[src/rtl/dkong_sprite_dma.sv]
// dkong_sprite_dma
// Once-per-frame block copier that moves sprite attribute bytes from CPU work
// RAM into the video object RAM. It is armed by the dma_rdy level, fires on
// the rising edge of vblk, and borrows the bus from the CPU through a Z80-style
// BUSRQ/BUSAK handshake.
//
// Each byte takes five clocks with no waits:
//   RD, RD, GAP, WR, GAP
// The two read cycles cover a slave that returns data one clock late.
//
// Optional build macro: SPRITE_DMA_ABORT_EN
//   Adds the i_abort input and the sticky o_aborted output.
//
// Ports
//   i_masterclk   system clock, rising edge
//   i_rst         synchronous active-high reset
//   i_dma_rdy     arm level
//   i_vblk        vertical blank level
//   o_busrq_n     bus request to the CPU, active low
//   i_busak_n     bus acknowledge from the CPU, active low
//   o_addr        master address while the bus is owned
//   o_dmaster     write data
//   i_dslave      read data from the selected slave
//   o_mreq_n      memory request strobe, active low
//   o_rdn         read strobe, active low
//   o_wrn         write strobe, active low
//   i_mwait       slave ready (0 = wait)
//   o_bus_own     engine owns the bus (select for the master mux)
//   o_busy        transfer accepted and not yet back in IDLE
//   o_done        one-cycle completion pulse
//   o_overrun     sticky flag: trigger seen while busy
//
// State | meaning
// IDLE  | waiting for a trigger; all bus outputs at rest
// REQ   | busrq_n held low, waiting for busak_n
// RD    | read strobe on the source address, at least two cycles
// GAP   | strobes released between a read and a write
// WR    | write strobe on the destination address
// REL   | bus released, waiting for the CPU to drop busak_n
module dkong_sprite_dma #(
  parameter logic [15:0] SRC_BASE = 16'h6900,
  parameter logic [15:0] DST_BASE = 16'h7000,
  parameter int unsigned XFER_LEN = 384
) (
  input  logic        i_masterclk,
  input  logic        i_rst,
  input  logic        i_dma_rdy,
  input  logic        i_vblk,
  output logic        o_busrq_n,
  input  logic        i_busak_n,
  output logic [15:0] o_addr,
  output logic [7:0]  o_dmaster,
  input  logic [7:0]  i_dslave,
  output logic        o_mreq_n,
  output logic        o_rdn,
  output logic        o_wrn,
  input  logic        i_mwait,
  output logic        o_bus_own,
  output logic        o_busy,
  output logic        o_done,
  output logic        o_overrun
`ifdef SPRITE_DMA_ABORT_EN
  ,
  input  logic        i_abort,
  output logic        o_aborted
`endif
);

  localparam logic [12:0] LEN = 13'(XFER_LEN);

  typedef enum logic [2:0] {
    S_IDLE = 3'd0,
    S_REQ  = 3'd1,
    S_RD   = 3'd2,
    S_GAP  = 3'd3,
    S_WR   = 3'd4,
    S_REL  = 3'd5
  } state_t;

  state_t      r_state;
  state_t      w_next;

  logic        r_vblk_d;
  logic [15:0] r_src;
  logic [15:0] r_dst;
  logic [12:0] r_cnt;
  logic [7:0]  r_data;
  logic        r_rd_second;   // RD has already spent one cycle on this byte
  logic        r_gap_to_wr;   // GAP sits between a read and its write
  logic        r_stop;        // leave for REL once the current byte is written
  logic        r_quiet;       // suppress the done pulse (aborted transfer)
  logic        r_done;
  logic        r_overrun;

  logic        w_trig;
  logic        w_abort;
  logic        w_in_xfer;
  logic        w_stop_now;
  logic        w_stop_req;
  logic        w_rd_done;
  logic        w_last;

`ifdef SPRITE_DMA_ABORT_EN
  logic        r_aborted;
  assign w_abort   = i_abort;
  assign o_aborted = r_aborted;
`else
  assign w_abort   = 1'b0;
`endif

  assign w_trig     = i_vblk & ~r_vblk_d & i_dma_rdy;
  assign w_in_xfer  = (r_state == S_RD) || (r_state == S_GAP) || (r_state == S_WR);
  // A CPU that drops its acknowledge mid-transfer is treated like an abort:
  // the byte in flight is finished, then the bus is handed back.
  assign w_stop_now = i_busak_n | w_abort;
  assign w_stop_req = r_stop | w_stop_now;
  assign w_rd_done  = (r_state == S_RD) && r_rd_second && i_mwait;
  assign w_last     = (r_cnt == 13'd1);

  // State register and datapath
  always_ff @(posedge i_masterclk) begin
    if (i_rst) begin
      r_state     <= S_IDLE;
      r_vblk_d    <= 1'b0;
      r_src       <= 16'h0000;
      r_dst       <= 16'h0000;
      r_cnt       <= 13'd0;
      r_data      <= 8'h00;
      r_rd_second <= 1'b0;
      r_gap_to_wr <= 1'b0;
      r_stop      <= 1'b0;
      r_quiet     <= 1'b0;
      r_done      <= 1'b0;
      r_overrun   <= 1'b0;
`ifdef SPRITE_DMA_ABORT_EN
      r_aborted   <= 1'b0;
`endif
    end else begin
      r_state  <= w_next;
      r_vblk_d <= i_vblk;
      r_done   <= 1'b0;

      if (w_trig && (r_state != S_IDLE)) begin
        r_overrun <= 1'b1;
      end

      case (r_state)
        S_IDLE: begin
          if (w_trig) begin
            if (LEN == 13'd0) begin
              r_done <= 1'b1;
            end else begin
              r_src   <= SRC_BASE;
              r_dst   <= DST_BASE;
              r_cnt   <= LEN;
              r_stop  <= 1'b0;
              r_quiet <= 1'b0;
            end
          end
        end
        S_REQ: begin
          r_rd_second <= 1'b0;
          r_gap_to_wr <= 1'b0;
`ifdef SPRITE_DMA_ABORT_EN
          if (w_abort) begin
            r_aborted <= 1'b1;
          end
`endif
        end
        S_RD: begin
          r_rd_second <= 1'b1;
          if (w_rd_done) begin
            r_data      <= i_dslave;
            r_gap_to_wr <= 1'b1;
          end
        end
        S_GAP: begin
          r_rd_second <= 1'b0;
        end
        S_WR: begin
          if (i_mwait) begin
            r_src       <= r_src + 16'h0001;
            r_dst       <= r_dst + 16'h0001;
            r_cnt       <= r_cnt - 13'd1;
            r_gap_to_wr <= 1'b0;
          end
        end
        S_REL: begin
          if (i_busak_n && !r_quiet) begin
            r_done <= 1'b1;
          end
        end
        default: ;
      endcase

      if (w_in_xfer && w_stop_now) begin
        r_stop <= 1'b1;
      end
      if (w_in_xfer && w_abort) begin
        r_quiet <= 1'b1;
`ifdef SPRITE_DMA_ABORT_EN
        r_aborted <= 1'b1;
`endif
      end
    end
  end

  // Next-state logic
  always_comb begin
    w_next = r_state;
    case (r_state)
      S_IDLE: begin
        if (w_trig && (LEN != 13'd0)) begin
          w_next = S_REQ;
        end
      end
      S_REQ: begin
        if (w_abort) begin
          w_next = S_IDLE;
        end else if (!i_busak_n) begin
          w_next = S_RD;
        end
      end
      S_RD: begin
        if (w_rd_done) begin
          w_next = S_GAP;
        end
      end
      S_GAP: begin
        if (r_gap_to_wr) begin
          w_next = S_WR;
        end else if (w_stop_req) begin
          w_next = S_REL;
        end else begin
          w_next = S_RD;
        end
      end
      S_WR: begin
        if (i_mwait) begin
          if (w_last || w_stop_req) begin
            w_next = S_REL;
          end else begin
            w_next = S_GAP;
          end
        end
      end
      S_REL: begin
        if (i_busak_n) begin
          w_next = S_IDLE;
        end
      end
      default: w_next = S_IDLE;
    endcase
  end

  // Output decode; bus outputs sit at their rest values whenever the bus
  // is not owned, so reset or release returns them on the same edge.
  always_comb begin
    o_busrq_n = 1'b1;
    o_addr    = 16'h0000;
    o_dmaster = 8'h00;
    o_mreq_n  = 1'b1;
    o_rdn     = 1'b1;
    o_wrn     = 1'b1;
    o_bus_own = 1'b0;
    case (r_state)
      S_REQ: begin
        o_busrq_n = 1'b0;
      end
      S_RD: begin
        o_busrq_n = 1'b0;
        o_bus_own = 1'b1;
        o_addr    = r_src;
        o_mreq_n  = 1'b0;
        o_rdn     = 1'b0;
      end
      S_GAP: begin
        o_busrq_n = 1'b0;
        o_bus_own = 1'b1;
      end
      S_WR: begin
        o_busrq_n = 1'b0;
        o_bus_own = 1'b1;
        o_addr    = r_dst;
        o_dmaster = r_data;
        o_mreq_n  = 1'b0;
        o_wrn     = 1'b0;
      end
      default: ;
    endcase
  end

  assign o_busy    = (r_state != S_IDLE);
  assign o_done    = r_done;
  assign o_overrun = r_overrun;

endmodule

[config.mk]
export PLATFORM = sky130hd
export DESIGN_NAME = dkong_sprite_dma
export DESIGN_NICKNAME = d
export VERILOG_FILES = /design/src/rtl/dkong_sprite_dma.sv
export SDC_FILE = /design/constraint.sdc
export NUM_CORES = 1
export LEC_CHECK = 0
export CAP_MARGIN = 20
export CORE_MARGIN = 2
export CORE_UTILIZATION = 31
export CTS_BUF_LIST = sky130_fd_sc_hd__clkbuf_16
export CTS_CLUSTER_DIAMETER = 50
export DETAILED_ROUTE_END_ITERATION = 12
export GPL_TIMING_DRIVEN = 0
export SLEW_MARGIN = 10
export SYNTH_ARGS = -nofsm -noshare
export SYNTH_HDL_FRONTEND = slang
export SYNTH_SLANG_ARGS = --single-unit
[constraint.sdc]
create_clock -name i_masterclk -period 2.1 [get_ports i_masterclk]
set_input_delay 0.42 -clock i_masterclk [delete_from_list [all_inputs] [get_ports i_masterclk]]
set_output_delay 0.42 -clock i_masterclk [all_outputs]
set_load 0.1 [all_outputs]
# Yosys cells after proc, flatten, opt, wreduce, memory -nomap -nowiden
# Index checks and enable logic that the tools add are counted.
[totals] ff_bits=62 latchBits=0 ram_bits=0 mem_bits_ro=0 input_bits=14 out_inout_bits=32 mem_count=0
[classes] addsub=3 n_mul=0 div_mod_pow=0 n_lt_le_gt_ge=0 eq_ne=11 n_shift=0 n_mux=33 bitwise_logic=5 n_reduce_logical=24
[ops] operator="$pmux 16 s2" n=3
[ops] operator="$mux 16" n=4
[ops] operator="$add 16x1->16 const B" n=2
[ops] operator="$mux 13" n=2
[ops] operator="$pmux 13 s2" n=1
[ops] operator="$mux 3" n=8
[ops] operator="$pmux 3 s6" n=1
[ops] operator="$eq 13x1->1 const B" n=1
[ops] operator="$sub 13x1->13 const B" n=1
[ops] operator="$mux 1" n=11
[ops] operator="$ne 2x2->1 const B" n=5
[ops] operator="$mux 8" n=1
[ops] operator="$reduce_bool 2->1" n=4
[ops] operator="$eq 3x2->1 const B" n=2
[ops] operator="$eq 3x3->1 const B" n=2
[ops] operator="$reduce_and 3->1" n=2
[ops] operator="$reduce_bool 3->1" n=2
[ops] operator="$reduce_or 2->1" n=3
[ops] operator="$reduce_and 5->1" n=1
[ops] operator="$logic_and 1x1->1" n=4
[ops] operator="$reduce_and 2->1" n=2
[ops] operator="$reduce_or 4->1" n=1
[ops] operator="$eq 3x1->1 const B" n=1
[ops] operator="$logic_not 3->1" n=1
[ops] operator="7 further kinds" n=11

# Depth between registers and ports, before layout
[logic_depth] ltp_word=6 depth_mapped=7 mapped_depth_nobuf=6

# Worst setup path after synthesis
# Ideal clock, no wire load.
[synth_path] path_kind="register to output" startpoint="reg r_state[2]" endpoint="out o_addr[2]" t_arrival_ns=3.545 t_required_ns=1.680 path_slack_ns=-1.865 stages_incl_launch_ff=6 path_buffers=1 path_cell_list="dfxtp_1 clkbuf_1 nand2b_1 nor2_1 inv_1 o21ai_0"
[synth_between] elab_chain_len=2 elab_cells_between_ends=3
[synth_lines] element="start: declaration" line="80" rtl="state_t r_state;"
[synth_lines] element="start signal: assignment" line="139" rtl="r_state <= w_next;"
[synth_lines] element="$eq 3x3->1 / $eq 3x2->1 (equally long branches)" line="266" rtl="case (r_state)"
[synth_lines] element="$pmux 16 s2 *" line="266"
[synth_lines] element="end: declaration" line="51" rtl="output logic [15:0] o_addr,"
# Every way passes the cells marked *; elsewhere a longest branch is shown, timed or not.

# Worst setup path after layout
# Ends and elaborated chain as after synthesis.

==> results.toml <==
[cts]
ctsLongestPathBuffers = 2
cts_root_buf = "clkbuf_16"
numCtsBuffers = 9
cts.htree.levels = 3
cts_tree = "built"
cts.sinks = 62
clkTransAtPathRegs_ns = 0.05
ctsHoldBuffers = 0
clk_latency_ns = 0.34

[sta]
tightest_slew_ns = 0.9843
setup_viol = 9
rsz0062_at_grt = "true"
hold_slack_ns = 0.4894
fin_crit_sh = 1.034
timing_hold_violations_final = 0
report.final.slew_viol_count = 0
min_period_ns = 2.172
timing.slew.headroom = 0.3464
setup_slack_ns = -0.07183
fmax_mhz = 460.4
skew_ns = 0.008070

[floorplanning]
die_x_um = 105.4
core_area_um2 = 10140
die_area_um2 = 11110
start_util = 0.3143
rows = 37
die_h_um = 105.4
pin_count = 46

[synth]
ys_types = 52
synth_edf_count = 0
synth-seq-cells = 62
seq_area_frac_synth = 0.3895
ys.flop_type = "dfxtp_1"
avgSynthCellArea_um2 = 8.364
yosysWarnings = 0
synth_area_um2 = 3187
synth_nets = 399
synth_cells = 381
synthArstFlopShare = 0

[worst_setup_path]
cp_slowest_cell = "dfxtp_4"
critPathMaxStageDelay_ns = 0.36
crit_buf_inv = 4
setup.worst_path.end = "o_addr[2]"
cp_max_fo = 5
crit_top_cell = "buf_8"
crit_family = "buffers and inverters"
cp_cell_sequence = "buf_8 > nor3b_4 > buf_8 > clkbuf_16 > nand2_4 > o21ai_4 > buf_12"
worstSetupEndpointType = "output pin"
cp-start-kind = "register"
reg2reg_depth = 6
cp.depth = 7
crit_type = "register to output pin"
crit_path_start = "r_state[2]"
rrSetupSlack_ns = 0.07
r2r_start = "r_state[1]"
required_ns = 1.68
arrival_ns = 1.75
worst_r2r_endpoint = "r_cnt[6]"

[routing]
drt_iter0_markers = 149
avgRoutedWirePerCell_um = 17.60
drc = 0
totalWireLength_um = 10470
avgViaCountPerCell = 5.657
dr.pass1.iters = 5
top_layer = "met4"
met2WireLength_um = 5031
wl_met1_um = 4565
vias = 3366
ant_nets = 0
dr_wl_met3_um = 743

[pwr]
ir_worst_vdd_mv = 0.4726
power_density_nw_per_um2 = 959.4
leakagePower_nw = 1.746

[grt]
grt_max_degree = 11
track_usage = 0.1913
grt_pass1_vias = 3276
overflow = 0
antenna_found_initial = 0
grt_pass1_wl_um = 16700

[placement]
place.gp.congestion = 0.7923
place_hpwl_um = 6765
io_buffers = 44

[final_layout]
fillers = 967
drive_above_1_share = 0.2593
nets = 472
multi_input_area_um2 = 1998
finish.utilization = 0.4617
antenna_cells = 0
area_delta_synth_final_pct = 46.88
regArea_um2 = 1252

[worst_hold_path]
hold_path_class = "register to register"
holdPathStages = 2

[job]
drv_cap = 0

[run_status]
status = "finished, violations left"
violations = "setup timing"
[synthesized netlist by cell type (10+ instances only)]
cell type,n,area share
or3_1,11,0.022
or4_1,22,0.052
inv_1,10,0.012
clkbuf_1,24,0.028
o21ai_0,12,0.019
a22o_1,15,0.041
o31ai_1,22,0.052
nor2_1,28,0.033
nand3_1,15,0.024
dfxtp_1,62,0.39
a21oi_1,42,0.066
nand2_1,22,0.026
[power breakdown]
group / internal, mW / switching [mW] / total (mW) / leakage [nW]
sequential: 1.28 / 0.130 / 1.41 / 0.504
clock: 0.776 / 0.548 / 1.32 / 0.129
combinational: 0.627 / 1.13 / 1.75 / 1.11
total: 2.69 / 1.81 / 4.49 / 1.75
[area by class of cell]
type,instances,area share
Buffer,26,0.04758
Clock buffer,9,0.04812
Clock inverter,7,0.006950
Inverter,10,0.009623
Multi-Input combinational cell,282,0.4269
Sequential cell,62,0.2676
Tap cell,136,0.03635
Timing Repair Buffer,63,0.1569
[timing repair]
action,CTS,global route
cloned,5,0
setup buffers,12,3
pin swaps,16,3
gates resized for setup,279,18
setup endpoints to repair,64,50
[layout by cell type (no fill, tap or decap), drive strengths merged, types with 2 or more instances in the layout]
master / instances
nor3: 4
nand2: 22
o311ai: 2
a31oi: 7
clkbuf: 30
and3: 9
inv: 9
o21ai: 12
nand3: 15
clkinv: 5
o31ai: 22
or3: 11
o41ai: 2
ha: 4
xnor2: 4
clkdlybuf4s50: 11
a21oi: 42
mux2i: 8
nand2b: 5
nor2b: 2
and4: 4
clkinvlp: 3
or4: 23
nor2: 28
dlygate4sd2: 3
nand4: 7
nand3b: 2
nor4: 6
or4b: 2
buf: 54
dfxtp: 62
o221ai: 2
a22o: 15
xor2: 3
[cells by family (layout without fill, tap and decap cells)]
| kind of cell | Yosys count | after routing | share of synthesized area |
|---|---|---|---|
| mux | 8 | 8 | 0.02513 |
| simple gates | 149 | 149 | 0.2709 |
| buf+inv | 37 | 115 | 0.04437 |
| compound gates | 114 | 114 | 0.2352 |
| flops | 62 | 62 | 0.3895 |
| xor+xnor | 7 | 7 | 0.01924 |
| fa+ha+maj | 4 | 4 | 0.01571 |
[worst min path at each step]
stage | startpoint | endpoint | slack, ns
finish | r_data[2] | r_data[2] | 0.49
global route | r_data[6] | r_data[6] | 0.52
CTS | r_data[2] | r_data[2] | 0.49
detailed placement | o_overrun | o_overrun | 0.46
global placement | o_overrun | o_overrun | 0.46
floorplan | r_data[7] | r_data[7] | 0.45
[through the flow]
stage	setup WS [ns]	std cells	setup TNS [ns]	power (mW)	area (µm²)
floorplan	-0.2155	381	-0.3078	2.491	3344
global placement	-1.215	561	-48.73	2.863	3955
detailed placement	-1.213	561	-49.36	2.866	3955
CTS	-0.09667	593	-0.6210	4.440	4647
global route	-0.1030	595	-0.8382	4.663	4681
finish	-0.07183	595	-0.2656	4.491	4681
[state kept, by name, summed over array words and instances (netlist names)]
| register | count |
|---|---|
| o_overrun | 1 |
| r_stop | 1 |
| r_src | 16 |
| r_dst | 16 |
| r_rd_second | 1 |
| r_data | 8 |
| r_state | 3 |
| r_gap_to_wr | 1 |
| o_done | 1 |
| r_vblk_d | 1 |
| r_cnt | 13 |
[per-layer routing]
layer	vias up	global-route usage
li1	1608	-
met1	1631	0.2301
met2	115	0.3336
met3	12	0.04947
met4	0	0.05714
met5	-	0
[worst register-to-register path: stages (launching register included)]
cell and delay, ns:
dfxtp_4 0.37, buf_4 0.13, nor3_2 0.31, a21oi_1 0.16
buf_4 0.21, or4b_2 0.61, a21oi_1 0.16
(Power assumes the default switching activity.)
